`config.mk`:
```
export PLATFORM = sky130hd
export DESIGN_NAME = ling_adder_pipe_flat
export DESIGN_NICKNAME = d
export VERILOG_FILES = /design/src/rtl/ling_adder_pipe_if.sv /design/src/rtl/ling_adder_pipe.sv /design/src/flat_wrapper.sv
export SDC_FILE = /design/constraint.sdc
export NUM_CORES = 1
export LEC_CHECK = 0
export CORE_MARGIN = 1
export CORE_UTILIZATION = 49
export CTS_CLUSTER_SIZE = 14
export DETAILED_ROUTE_END_ITERATION = 10
export HOLD_SLACK_MARGIN = 0.06
export PLACE_DENSITY = 0.68
export SETUP_SLACK_MARGIN = 0.2
export SYNTH_ARGS = -nofsm -noshare
export SYNTH_HDL_FRONTEND = slang
export SYNTH_SLANG_ARGS = --single-unit
```
`constraint.sdc`:
```
create_clock -name clk -period 2.4 [get_ports clk]
set_input_delay 0.48 -clock clk [delete_from_list [all_inputs] [get_ports clk]]
set_output_delay 0.48 -clock clk [all_outputs]
set_load 0.02 [all_outputs]
```
`src/rtl/ling_adder_pipe_if.sv`:
```
// Operand/result stream bundle for the pipelined Ling adder.
interface ling_adder_pipe_if #(
    parameter int unsigned WIDTH = 16
);
    logic             in_valid;
    logic             in_ready;
    logic [WIDTH-1:0] in_a;
    logic [WIDTH-1:0] in_b;
    logic             in_cin;
    logic             in_sub;
    logic             out_valid;
    logic             out_ready;
    logic [WIDTH-1:0] out_sum;
    logic             out_cout;
    logic             out_ovf;

    // Operand issuer / result consumer side.
    modport master (
        output in_valid, in_a, in_b, in_cin, in_sub, out_ready,
        input  in_ready, out_valid, out_sum, out_cout, out_ovf
    );

    // Adder side.
    modport slave (
        input  in_valid, in_a, in_b, in_cin, in_sub, out_ready,
        output in_ready, out_valid, out_sum, out_cout, out_ovf
    );
endinterface

```
`src/rtl/ling_adder_pipe.sv`:
```
// Three-stage pipelined Ling adder/subtractor with valid/ready back-pressure.
// S1: bit generate/propagate plus in-group Ling pseudo-carries (c0 folded into group 0).
// S2: group-level prefix over (R, Q) pairs, then full per-bit pseudo-carry H.
// S3: carries c_i = p_i & H_i, sum, carry-out and signed overflow.
module ling_adder_pipe #(
    parameter int unsigned WIDTH = 16,
    parameter int unsigned GROUP = 4
) (
    input  logic clk,
    input  logic rst_n,
    ling_adder_pipe_if.slave bus
);
    localparam int unsigned NG = WIDTH / GROUP;
    localparam int unsigned LV = (NG > 1) ? $clog2(NG) : 1;

    logic             load1, load2, load3;
    logic             v1, v2, v3;

    logic [WIDTH-1:0] bx, g0, p0, x0, hl0, ql0;
    logic             c0;

    logic [WIDTH-1:0] p1, x1, hl1, ql1;
    logic             c01;

    logic [NG-1:0]    rg, qg, rg_n, qg_n;
    logic [WIDTH-1:0] h2_n;
    logic             gin;

    logic [WIDTH-1:0] p2, x2, h2;
    logic             c02;

    logic [WIDTH-1:0] cy3, sum_n;
    logic             cout_n, ovf_n;

    logic [WIDTH-1:0] sum3;
    logic             cout3, ovf3;

    // Stage advance: a stage loads when upstream is valid and it is empty or draining.
    assign load3        = v2 & (~v3 | bus.out_ready);
    assign load2        = v1 & (~v2 | load3);
    assign bus.in_ready = ~v1 | load2;
    assign load1        = bus.in_valid & bus.in_ready;

    assign bus.out_valid = v3;
    assign bus.out_sum   = sum3;
    assign bus.out_cout  = cout3;
    assign bus.out_ovf   = ovf3;

    // Bit-level g/p/x and in-group pseudo-carries H (local) and shifted propagate Q.
    always_comb begin
        c0  = bus.in_sub | bus.in_cin;
        bx  = bus.in_b ^ {WIDTH{bus.in_sub}};
        g0  = bus.in_a & bx;
        p0  = bus.in_a | bx;
        x0  = bus.in_a ^ bx;
        hl0 = '0;
        ql0 = '0;
        hl0[0] = g0[0] | c0;
        ql0[0] = 1'b1;
        for (int i = 1; i < int'(WIDTH); i++) begin
            if ((i % int'(GROUP)) == 0) begin
                hl0[i] = g0[i];
                ql0[i] = p0[i-1];
            end else begin
                hl0[i] = g0[i] | (p0[i-1] & hl0[i-1]);
                ql0[i] = ql0[i-1] & p0[i-1];
            end
        end
    end

    // Stage 1 register.
    always_ff @(posedge clk or negedge rst_n) begin
        if (!rst_n) begin
            v1  <= 1'b0;
            p1  <= '0;
            x1  <= '0;
            hl1 <= '0;
            ql1 <= '0;
            c01 <= 1'b0;
        end else begin
            if (load1) begin
                v1 <= 1'b1;
            end else if (load2) begin
                v1 <= 1'b0;
            end
            if (load1) begin
                p1  <= p0;
                x1  <= x0;
                hl1 <= hl0;
                ql1 <= ql0;
                c01 <= c0;
            end
        end
    end

    // Group prefix R = R | Q*R(prior) over log2(NG) levels, then per-bit H.
    always_comb begin
        rg   = '0;
        qg   = '0;
        rg_n = '0;
        qg_n = '0;
        h2_n = '0;
        gin  = 1'b0;
        for (int j = 0; j < int'(NG); j++) begin
            rg[j] = hl1[j*int'(GROUP) + int'(GROUP) - 1];
            qg[j] = ql1[j*int'(GROUP) + int'(GROUP) - 1];
        end
        for (int lv = 0; lv < int'(LV); lv++) begin
            rg_n = rg;
            qg_n = qg;
            for (int j = (1 << lv); j < int'(NG); j++) begin
                rg_n[j] = rg[j] | (qg[j] & rg[j - (1 << lv)]);
                qg_n[j] = qg[j] & qg[j - (1 << lv)];
            end
            rg = rg_n;
            qg = qg_n;
        end
        for (int i = 0; i < int'(WIDTH); i++) begin
            gin     = (i < int'(GROUP)) ? 1'b0 : rg[i / int'(GROUP) - 1];
            h2_n[i] = hl1[i] | (ql1[i] & gin);
        end
    end

    // Stage 2 register.
    always_ff @(posedge clk or negedge rst_n) begin
        if (!rst_n) begin
            v2  <= 1'b0;
            p2  <= '0;
            x2  <= '0;
            h2  <= '0;
            c02 <= 1'b0;
        end else begin
            if (load2) begin
                v2 <= 1'b1;
            end else if (load3) begin
                v2 <= 1'b0;
            end
            if (load2) begin
                p2  <= p1;
                x2  <= x1;
                h2  <= h2_n;
                c02 <= c01;
            end
        end
    end

    // Real carries from Ling pseudo-carries; sum, carry-out and overflow.
    always_comb begin
        cy3    = p2 & h2;
        sum_n  = x2 ^ {cy3[WIDTH-2:0], c02};
        cout_n = cy3[WIDTH-1];
        ovf_n  = cy3[WIDTH-1] ^ cy3[WIDTH-2];
    end

    // Stage 3 (output) register; payload held while stalled.
    always_ff @(posedge clk or negedge rst_n) begin
        if (!rst_n) begin
            v3    <= 1'b0;
            sum3  <= '0;
            cout3 <= 1'b0;
            ovf3  <= 1'b0;
        end else begin
            if (load3) begin
                v3 <= 1'b1;
            end else if (bus.out_ready) begin
                v3 <= 1'b0;
            end
            if (load3) begin
                sum3  <= sum_n;
                cout3 <= cout_n;
                ovf3  <= ovf_n;
            end
        end
    end
endmodule

```
`src/flat_wrapper.sv`:
```
// flat-port wrapper written by rule: the top's interface ports become plain ports
module ling_adder_pipe_flat 
#(
    parameter int unsigned WIDTH = 16,
    parameter int unsigned GROUP = 4
)
  (clk, rst_n, bus_in_valid, bus_in_a, bus_in_b, bus_in_cin, bus_in_sub, bus_out_ready, bus_in_ready, bus_out_valid, bus_out_sum, bus_out_cout, bus_out_ovf);
  ling_adder_pipe_if #(.WIDTH(WIDTH)) bus_i ();
  input  logic clk;
  input  logic rst_n;
  input wire logic [$bits(bus_i.in_valid)-1:0] bus_in_valid;
  input wire logic [$bits(bus_i.in_a)-1:0] bus_in_a;
  input wire logic [$bits(bus_i.in_b)-1:0] bus_in_b;
  input wire logic [$bits(bus_i.in_cin)-1:0] bus_in_cin;
  input wire logic [$bits(bus_i.in_sub)-1:0] bus_in_sub;
  input wire logic [$bits(bus_i.out_ready)-1:0] bus_out_ready;
  output wire logic [$bits(bus_i.in_ready)-1:0] bus_in_ready;
  output wire logic [$bits(bus_i.out_valid)-1:0] bus_out_valid;
  output wire logic [$bits(bus_i.out_sum)-1:0] bus_out_sum;
  output wire logic [$bits(bus_i.out_cout)-1:0] bus_out_cout;
  output wire logic [$bits(bus_i.out_ovf)-1:0] bus_out_ovf;
  assign bus_i.in_valid = bus_in_valid;
  assign bus_i.in_a = bus_in_a;
  assign bus_i.in_b = bus_in_b;
  assign bus_i.in_cin = bus_in_cin;
  assign bus_i.in_sub = bus_in_sub;
  assign bus_i.out_ready = bus_out_ready;
  assign bus_in_ready = bus_i.in_ready;
  assign bus_out_valid = bus_i.out_valid;
  assign bus_out_sum = bus_i.out_sum;
  assign bus_out_cout = bus_i.out_cout;
  assign bus_out_ovf = bus_i.out_ovf;
  ling_adder_pipe #(.WIDTH(WIDTH), .GROUP(GROUP)) u_core (.clk(clk), .rst_n(rst_n), .bus(bus_i));
endmodule
```
==> qor.yml <==
run_status:
  status: "complete, but fails checks"
  violations: "DRC"
detailed_routing:
  antenna_left: 0
  routed_via_density: 5.06
  vias: 4062
  drt-initial-drc-count: 240
  dr.pass1.iters: 8
  drc: 12
  avgRoutedWirePerCell_um: 14.1
  wl_um: 11300
global_route:
  grt_pass1_wl_um: 19400
  grtUsageTotal_pct: 20.3
  grt_antenna_before_repair: 0
  gr-total-overflow: 0
  grt_pass1_vias: 4019
  grt_max_degree: 52
setup_path:
  crit_chain: "clkdlybuf4s50_1 -> buf_12 -> xor2_1 -> inv_1 -> ha_1 -> or4_1 -> o21ai_0"
  timing.critical_path.buf_inv: 3
  crit_arrival_ps: 2380
  startpoint_type: "primary input"
  crit_fanout: 18
  crit_family: "buffers and inverters"
  crit_slowest_cell: "or4_1"
  critPathCaptureType: "register"
  cp.required_ps: 2720
  critPathMaxStageDelay_ps: 530
  criticalPathCategory: "in2reg"
yosys:
  ys_seq_area_share_pct: 55.0
  async_flop_share_pct: 100
  synth-seq-cells: 128
  ys.warnings.count: 0
  synthCells: 579
  synth_area_um2: 5820
  syn_area_per_cell_um2: 10.1
  ys_types: 30
  synth_flop_cell: "dfrtp_1"
  synth_edf_count: 0
  synth_nets: 649
timing:
  post-route-period-util_pct: 85.8
  clock_skew_ps: 6.47
  period_needed_ps: 2060
  relSlewSlack_pct: 75.6
  rsz0062_at_grt: "false"
  setup_tns_ps: 0
  fmax_mhz: 486
  hold_viol: 0
  drv_slew: 0
  worst_slew_pin_slew_ps: 366
  setup_ws_ps: 341
  setup_viol_count_final: 0
floorplanning:
  rows: 39
  fp.coreArea_um2: 11500
  die_area_um2: 12300
  start_util_pct: 50.5
  die_h_um: 111
  ios: 58
  die_w_um: 111
finish:
  diodes: 0
  layout_commonest_cell: "nand2_1"
  mostFrequentLayoutCells: "178 x nand2_1, 128 x dfrtp_1, 55 x clkdlybuf4s50_1"
  layout-drive-gt1-share_pct: 11.1
  fill_cells: 953
  final_nets: 717
  area_growth_pct: 23.1
  multiInputGateArea_um2: 2290
  seq_area_um2: 3200
  instances_no_fill: 802
worst_hold_path:
  hold_class: "reg2reg"
clock_tree:
  postCtsSetupRepairBufs: 0
  cts_made_buffers: 17
  cts_tree: "yes"
  path_clk_slew_ps: 60
  root_buffer: "clkbuf_16"
  htreeDepth: 4
  clk_path_buf_depth: 2
  clkLatencyLatePin_ps: 410
  cts_sinks: 128
place:
  io_buffers: 57
  place_congestion: 0.816
  preCtsSetupSlack_ps: -9.37
  place_hpwl_um: 7870
  dp.cells: 770
power_and_ir_drop:
  p_per_area_nw_per_um2: 996
  leakagePower_nw: 3.49
  power_mw: 7.14
  ir_worst_vdd_mv: 0.534
flow_run:
  maxCapViolCount: 0
-- worst paths after layout --
path / from / to / slack [ps] / cells past startpoint
max: bus_in_sub / u_core.ql1[7] / 340 / 7
min: u_core.p1[9] / u_core.p2[9] / 460 / 2
max reg2reg: u_core.v2 / u_core.hl1[3] / 860 / 5
min reg2reg: u_core.p1[9] / u_core.p2[9] / 460 / 2
min in group asynchronous: rst_n / u_core.x1[14] / 540 / 2
max in group asynchronous: rst_n / u_core.hl1[4] / 1220 / 3
-- Yosys cell counts (4+ instances only) --
library cell / instances / area share, %
o21ai_0: 34 / 2.9
a21oi_1: 33 / 2.8
buf_6: 8 / 1.5
nand2_1: 178 / 11
buf_2: 13 / 1.1
dfrtp_1: 128 / 55
xnor2_1: 5 / 0.75
nor2_1: 26 / 1.7
nand2b_1: 4 / 0.43
o31ai_1: 4 / 0.52
mux2_2: 22 / 4.3
inv_1: 35 / 2.3
ha_1: 32 / 6.9
xor2_1: 28 / 4.2
-- report_power, final --
part	leakage, nW	internal [mW]	switching [mW]
sequential	1.52	2.71	0.333
combinational	1.69	0.755	0.859
clock	0.279	1.57	0.906
-- worst min-delay path, stage by stage (launching register included) --
cell and delay (ps):
dfrtp_1 340, nand2_1 50, nand2_1 50
-- kinds of logic (layout without fill, tap and decap cells) --
kind of cell    Yosys count  in the layout  synth area share, %
buf+inv                  61            141                 5.65
compound gates           82             82                 7.89
flops                   128            128                 55.0
mux                      23             23                 4.43
simple gates            220            220                 15.1
xor+xnor                 33             33                 4.97
fa+ha+maj                32             32                 6.88
-- per-stage QoR --
| stage | instance area [um2] | hold WS [ps] | util (%) |
|---|---|---|---|
| global route | 7170 | 485 | 62.2 |
| global placement | 6580 | 414 | 57.2 |
| CTS | 7170 | 461 | 62.2 |
| finish | 7170 | 458 | 62.2 |
| detailed placement | 6580 | 422 | 57.2 |
| floorplan | 5820 | 184 | - |
-- area by class of cell --
class                      instances  share of cell area [%]
clock buffer                      21                    6.43
clock inverter                    10                    1.57
inverter                          35                    1.83
multi-input combinational        390                    31.9
sequential                       128                    44.7
tap                              143                    2.50
timing repair buffer              75                    11.1
-- metal layers --
| metal | global-route usage, % | share of wire (%) | up-vias |
|---|---|---|---|
| li1 | - | - | 1991 |
| met4 | 6.58 | 1.0 | 0 |
| met5 | 0 | 0 | - |
| met1 | 28.9 | 49 | 1961 |
| met2 | 30.2 | 45 | 97 |
| met3 | 5.47 | 4.5 | 13 |
-- sequential cells by signal, indices dropped and copies added (netlist names) --
| signal | count |
|---|---|
| u_core.ql1 | 13 |
| u_core.bus.out_cout | 1 |
| u_core.x2 | 16 |
| u_core.p1 | 12 |
| u_core.x1 | 16 |
| u_core.hl1 | 16 |
| u_core.c02 | 1 |
| u_core.bus.out_ovf | 1 |
| u_core.v1 | 1 |
| u_core.c01 | 1 |
| u_core.h2 | 16 |
| u_core.bus.out_sum | 16 |
| u_core.bus.out_valid | 1 |
| u_core.p2 | 16 |
| u_core.v2 | 1 |
-- timing repair --
action                     4_1_cts  5_1_grt
hold endpoints to repair        22        0
setup endpoints to repair        1        0
hold buffers                     1        0
gates resized for setup          1        0
Note: power is estimated with default switching activity, not from simulation.
